## config.mk

```make
export PLATFORM = sky130hd
export DESIGN_NAME = dm_arbiter
export DESIGN_NICKNAME = d
export VERILOG_FILES = /design/src/rtl/dm_arbiter.sv
export SDC_FILE = /design/constraint.sdc
export NUM_CORES = 1
export LEC_CHECK = 0
export BUFFER_PORTS_ARGS = -buffer_cell sky130_fd_sc_hd__buf_4
export CORE_AREA = 5 5 127 129
export DETAILED_ROUTE_END_ITERATION = 6
export DIE_AREA = 0 0 132 134
export PLACE_DENSITY = 0.73
export SLEW_MARGIN = 10
export SYNTH_ARGS = -nofsm -noshare
export SYNTH_HDL_FRONTEND = slang
export SYNTH_SLANG_ARGS = --single-unit
```

## constraint.sdc

```tcl
create_clock -name clk -period 1.8 [get_ports clk]
set_input_delay 0.36 -clock clk [delete_from_list [all_inputs] [get_ports clk]]
set_output_delay 0.36 -clock clk [all_outputs]
set_load 0.01 [all_outputs]
```

## src/rtl/dm_arbiter.sv

```systemverilog
// dm_arbiter: two-port round-robin arbiter and access sequencer in front of
// the single-port word-wide data memory `dm`. Port 0 is the CPU data port,
// port 1 a secondary master (DMA / debug loader). Sub-word stores become a
// read-modify-write pair because `dm` only accepts whole-word writes.
//
// Optional build macro: DM_ARB_TRACE_EN prints every committed memory write.
module dm_arbiter #(
  parameter int AW = 32,
  parameter int DW = 32
) (
  input  logic          clk,
  input  logic          Reset,
  // port 0: CPU data port
  input  logic          m0_req,
  input  logic          m0_we,
  input  logic [3:0]    m0_be,
  input  logic [AW-1:0] m0_addr,
  input  logic [DW-1:0] m0_wdata,
  output logic          m0_ack,
  // port 1: secondary master
  input  logic          m1_req,
  input  logic          m1_we,
  input  logic [3:0]    m1_be,
  input  logic [AW-1:0] m1_addr,
  input  logic [DW-1:0] m1_wdata,
  output logic          m1_ack,
  // shared registered read data
  output logic [DW-1:0] rdata,
  // memory side
  output logic [AW-1:0] mem_A,
  output logic [DW-1:0] mem_WD,
  output logic          mem_RE,
  output logic          mem_WE,
  input  logic [DW-1:0] mem_RD
);

  typedef enum logic [1:0] {
    IDLE   = 2'd0,
    ACCESS = 2'd1,
    RMW_WR = 2'd2,
    RESP   = 2'd3
  } state_t;

  localparam logic [AW-1:0] WORD_MASK = {{(AW-2){1'b1}}, 2'b00};

  state_t        state;
  state_t        state_nxt;

  logic          last_grant;
  logic          cur_port;
  logic          lat_we;
  logic [3:0]    lat_be;
  logic [AW-1:0] lat_addr;
  logic [DW-1:0] lat_wdata;
  logic [DW-1:0] merged;

  logic          grant_valid;
  logic          grant_port;
  logic          g_we;
  logic [3:0]    g_be;
  logic [AW-1:0] g_addr;
  logic [DW-1:0] g_wdata;
  logic [DW-1:0] merge_word;
  logic          we_state;

  // Round-robin pick: a lone request wins, a tie goes to the port not served last
  always_comb begin
    grant_valid = 1'b0;
    grant_port  = 1'b0;
    if (m0_req && m1_req) begin
      grant_valid = 1'b1;
      grant_port  = ~last_grant;
    end else if (m0_req) begin
      grant_valid = 1'b1;
      grant_port  = 1'b0;
    end else if (m1_req) begin
      grant_valid = 1'b1;
      grant_port  = 1'b1;
    end
  end

  // Request-field mux for the port being granted
  always_comb begin
    g_we    = m0_we;
    g_be    = m0_be;
    g_addr  = m0_addr;
    g_wdata = m0_wdata;
    if (grant_port) begin
      g_we    = m1_we;
      g_be    = m1_be;
      g_addr  = m1_addr;
      g_wdata = m1_wdata;
    end
  end

  // Byte merge for read-modify-write: enabled lanes from the store, rest from dm
  always_comb begin
    merge_word = mem_RD;
    for (int unsigned i = 0; i < 4; i++) begin
      if (lat_be[i]) merge_word[8*i +: 8] = lat_wdata[8*i +: 8];
    end
  end

  // Next-state and memory-side controls
  always_comb begin
    state_nxt = state;
    mem_RE    = 1'b0;
    we_state  = 1'b0;
    mem_WD    = '0;
    case (state)
      IDLE: begin
        if (grant_valid) state_nxt = ACCESS;
      end
      ACCESS: begin
        if (!lat_we) begin
          mem_RE    = 1'b1;
          state_nxt = RESP;
        end else if (lat_be == 4'b1111) begin
          we_state  = 1'b1;
          mem_WD    = lat_wdata;
          state_nxt = RESP;
        end else if (lat_be == 4'b0000) begin
          state_nxt = RESP;
        end else begin
          mem_RE    = 1'b1;
          state_nxt = RMW_WR;
        end
      end
      RMW_WR: begin
        we_state  = 1'b1;
        mem_WD    = merged;
        state_nxt = RESP;
      end
      RESP: begin
        state_nxt = IDLE;
      end
      default: state_nxt = IDLE;
    endcase
  end

  // A reset cycle must never commit a write, even halfway through an RMW
  assign mem_WE = we_state & Reset;
  assign mem_A  = lat_addr & WORD_MASK;
  assign m0_ack = (state == RESP) && !cur_port;
  assign m1_ack = (state == RESP) &&  cur_port;

  // State register
  always_ff @(posedge clk) begin
    if (!Reset) state <= IDLE;
    else        state <= state_nxt;
  end

  // Grant bookkeeping, latched request, merged word and read data
  always_ff @(posedge clk) begin
    if (!Reset) begin
      last_grant <= 1'b1;
      cur_port   <= 1'b0;
      lat_we     <= 1'b0;
      lat_be     <= '0;
      lat_addr   <= '0;
      lat_wdata  <= '0;
      merged     <= '0;
      rdata      <= '0;
    end else begin
      if (state == IDLE && grant_valid) begin
        last_grant <= grant_port;
        cur_port   <= grant_port;
        lat_we     <= g_we;
        lat_be     <= g_be;
        lat_addr   <= g_addr;
        lat_wdata  <= g_wdata;
      end
      if (state == ACCESS) begin
        if (!lat_we) rdata  <= mem_RD;
        else         merged <= merge_word;
      end
    end
  end

`ifdef DM_ARB_TRACE_EN
  // Trace every write that actually reaches dm
  always_ff @(posedge clk) begin
    if (mem_WE) $display("%d@arb m%0d: *%h <= %h", $time, cur_port, mem_A, mem_WD);
  end
`endif

endmodule

```

==> Flow_metrics.wiki <==
{| class="wikitable"
! Metric !! Value
|-
| Result of the run || complete, but fails checks
|-
| Violations in the final reports || negative setup slack
|-
| Depth of the worst register-to-register path || 7
|-
| Most numerous cell types in the synthesized netlist || 197 x sky130_fd_sc_hd__nand2_1, 136 x sky130_fd_sc_hd__a21oi_1, 135 x sky130_fd_sc_hd__dfxtp_1
|-
| Layout Nets || 1242
|-
| Post-DRT Antenna Nets || 0
|-
| Number of cells on the critical path || 7
|-
| Most used standard cell by instance count after synthesis || sky130_fd_sc_hd__nand2_1
|-
| CTS H-tree lvls || 4
|-
| Number of register bits inferred by synthesis || 135
|-
| Distinct cell type count after synthesis || 32
|-
| Initial standard-cell utilization of the core || 42.05%
|-
| Combinational Power Share || 44.9%
|-
| Required arrival time at the worst endpoint || 1440 ps
|-
| CTS Hold Buffers Added || 0
|-
| Global-route wire length before repair || 34080 um
|-
| Area contributors post-synth || sky130_fd_sc_hd__dfxtp_1 43%, sky130_fd_sc_hd__nand2_1 12%, sky130_fd_sc_hd__a21oi_1 11%
|-
| Number of enable flip-flop cells after synthesis || 0
|-
| Stage delay of the slowest cell on the critical path || 350 ps
|-
| Maximum vdd ir drop || 881.6 uV
|-
| Total wire length || 22090 um
|-
| Clock root buffer master || sky130_fd_sc_hd__clkbuf_16
|-
| Cell class contributing the biggest share of worst-path delay || buffers and inverters
|-
| Final setup violation count || 34
|-
| Number of warnings issued by yosys || 0
|-
| TritonCTS clock tree || built
|-
| Final weighted congestion in routability-driven placement || 0.8204
|-
| Arrival time worst endpoint || 1700 ps
|-
| Cell breakdown of the critical path || inv_2 -> ha_4 -> buf_12 -> buf_6 -> nand2_1 -> o21ai_1 -> buf_4
|-
| Final Worst Setup Slack || -264.6 ps
|-
| Period utilisation layout || 114.7%
|-
| Buffer depth of the longest clock path || 2
|-
| Average cell area after synthesis || 7.766 sq um
|-
| Post-synth top area share || 43.07%
|-
| # fillers || 1286
|-
| Number of antenna cells inserted || 0
|-
| Routed via count || 6873
|-
| Flip-flop and latch area || 2709 sq um
|-
| Critical Path Start Type || flop
|-
| Share of total power in sequential cells || 30.8%
|-
| WP buf/inv || 4
|-
| Number of max-slew violations in the final report || 0
|-
| Area of combinational cells with multiple inputs || 3447 sq um
|-
| I/O pin count || 274
|-
| Primary flip-flop cell chosen by synthesis mapping || sky130_fd_sc_hd__dfxtp_1
|-
| Setup slack after placement || -19.70 ps
|-
| Proportion of total power due to net switching || 36.64%
|-
| Detailed-route DRC error count || 0
|-
| Number of global-route vias before repair || 6766
|-
| Fraction of final layout cells with drive strength greater than 1 || 36.30%
|-
| Synthesized instance count || 808
|-
| Die outline width || 132 um
|-
| Critical setup path kind || flop to output pin
|-
| Antenna violations before repair || 0
|-
| Seq/Total Area, Yosys || 43.07%
|-
| Total clock buffers created by CTS || 17
|-
| Setup crit end kind || output pin
|-
| Vias per std cell || 5.433
|-
| Height of the die || 134 um
|-
| Final min period || 2065 ps
|-
| IO buf count || 267
|-
| Clk sink count || 135
|-
| Total congestion overflow after global routing || 0
|-
| Largest net degree at the start of global routing || 55
|-
| Post-synthesis to final-layout area growth || 54.10%
|-
| Area of the mapped netlist || 6275 sq um
|-
| Per-cell routed wire length || 17.46 um
|-
| Critical Path Fanout Max || 17
|-
| Maximum clock frequency || 484.4 MHz
|-
| Unrepaired setup endpoints after global routing || yes
|-
| Detailed placement HPWL || 15110 um
|-
| Slew headroom || 52.52%
|-
| Clk pwr share || 24.3%
|-
| Net switching power of the design || 5.381 mW
|-
| Cell taking the most area after synthesis || sky130_fd_sc_hd__dfxtp_1
|-
| Iter 0 DRT Violations || 459
|-
| Total Power Consumption || 14.68 mW
|-
| Endpoints failing hold || 0
|-
| Skew-Pair Late Insertion Delay || 420 ps
|-
| Fin Clk Skew || 8.348 ps
|-
| Detailed-routing iteration count for the pre-antenna-repair pass || 5
|-
| Standard-cell row count || 45
|-
| Areal power density over the cells || 1519 nW/um^2
|-
| Core region area || 14920 sq um
|-
| Min-delay worst type || primary input to flop
|-
| Transition at the pin with the smallest max-transition slack || 709.5 ps
|-
| P_leak || 4.562 nW
|-
| Clock-pin transition on the worst setup and hold timing paths || 50 ps
|-
| Total global routing track utilization || 23.68%
|-
| Full die area || 17690 sq um
|-
| Max-cap violations || 0
|-
| Cell with the biggest individual delay on the critical path || sky130_fd_sc_hd__dfxtp_2
|-
| Int Power || 9.303 mW
|-
| Proportion of synthesized flip-flops having asynchronous set or reset || 0%
|-
| Hold Crit Depth || 3
|}
[worst min-delay path, delay by kind of cell]
family                 cells  cell delay (ps)
buffers and inverters      1              110
AO/OA/AOI/OAI              1               50
AND/OR/NAND/NOR            1               40
[layout by cell type, fill, tap and decap left out, types with 13 or more instances in the layout]
cell,count
sky130_fd_sc_hd__dfxtp_1,132
sky130_fd_sc_hd__clkbuf_16,19
sky130_fd_sc_hd__o21ai_2,18
sky130_fd_sc_hd__buf_4,286
sky130_fd_sc_hd__a21oi_1,136
sky130_fd_sc_hd__o21ai_1,13
sky130_fd_sc_hd__nand3_1,27
sky130_fd_sc_hd__a21boi_0,32
sky130_fd_sc_hd__mux2i_1,33
sky130_fd_sc_hd__o211a_1,32
sky130_fd_sc_hd__o21ai_0,64
sky130_fd_sc_hd__nand2_1,196
[state kept, by name, summed over array words and instances, names as in the netlist]
register and cells:
merged 32, lat_be 4, lat_addr 30, state 2, cur_port 1, lat_wdata 32
last_grant 1, rdata 32, lat_we 1
[routing by layer]
layer | vias to the layer above | share of wire (%) | global-route usage [%]
met3 | 31 | 9.0 | 8.027
li1 | 3309 | - | -
met2 | 307 | 49 | 41.27
met1 | 3226 | 40 | 27.41
met5 | - | 0 | 0
met4 | 0 | 1.8 | 7.486
[stage by stage]
stage	hold slack, ps	utilization [%]	area [sq um]	setup TNS [ps]	instances
after floorplan	471.8	-	6281	0	809
after global placement	449.9	57.40	8564	0	1222
after detailed placement	457.5	57.40	8564	-19.70	1222
after CTS	159.6	63.40	9460	-8989	1263
after global routing	169.8	64.81	9669	-10510	1265
final	184.5	64.81	9669	-7987	1265
[worst paths after layout]
path / slack, ps / endpoint / startpoint
worst max-delay path: -260 / mem_WD[23] / state[0]
worst max register to register: 240 / merged[20] / state[1]
worst min register to register: 460 / rdata[24] / rdata[24]
worst min-delay path: 180 / lat_be[1] / m0_be[1]
[final cells by class]
class                      count  area share [%]
clock buffer                  24           4.982
clock inverter                 8           1.229
inverter                       2         0.07764
multi-input combinational    593           35.65
sequential                   135           28.02
tap                          188           2.433
timing repair buffer         315           27.61
[power groups by stage]
stage               clock [mW]  sequential (mW)  combinational, mW
finish                    3.56             4.52               6.60
global route              3.75             4.64               7.19
CTS                       3.63             4.51               6.32
detailed placement           0             4.54               5.62
global placement             0             4.51               5.56
floorplan                    0             4.60               3.10
[timing repair]
item | CTS | global route
gates cloned | 4 | 2
buffers inserted | 5 | 0
gates resized for setup | 60 | 35
endpoints found under the setup margin | 34 | 34
pin swaps | 5 | 3
[cell families (layout without fill, tap and decap cells)]
| group | Yosys count | after routing | share of synthesized area [%] |
|---|---|---|---|
| AO/OA/AOI/OAI | 309 | 309 | 28.99 |
| AND/OR/NAND/NOR | 245 | 245 | 15.87 |
| flip-flops | 135 | 135 | 43.07 |
| buffers and inverters | 81 | 349 | 5.942 |
| multiplexers | 33 | 33 | 5.264 |
| adder cells (fa/ha/maj) | 4 | 4 | 0.7976 |
| other | 1 | 2 | 0.05976 |
Power figures use the tool's default switching activity.
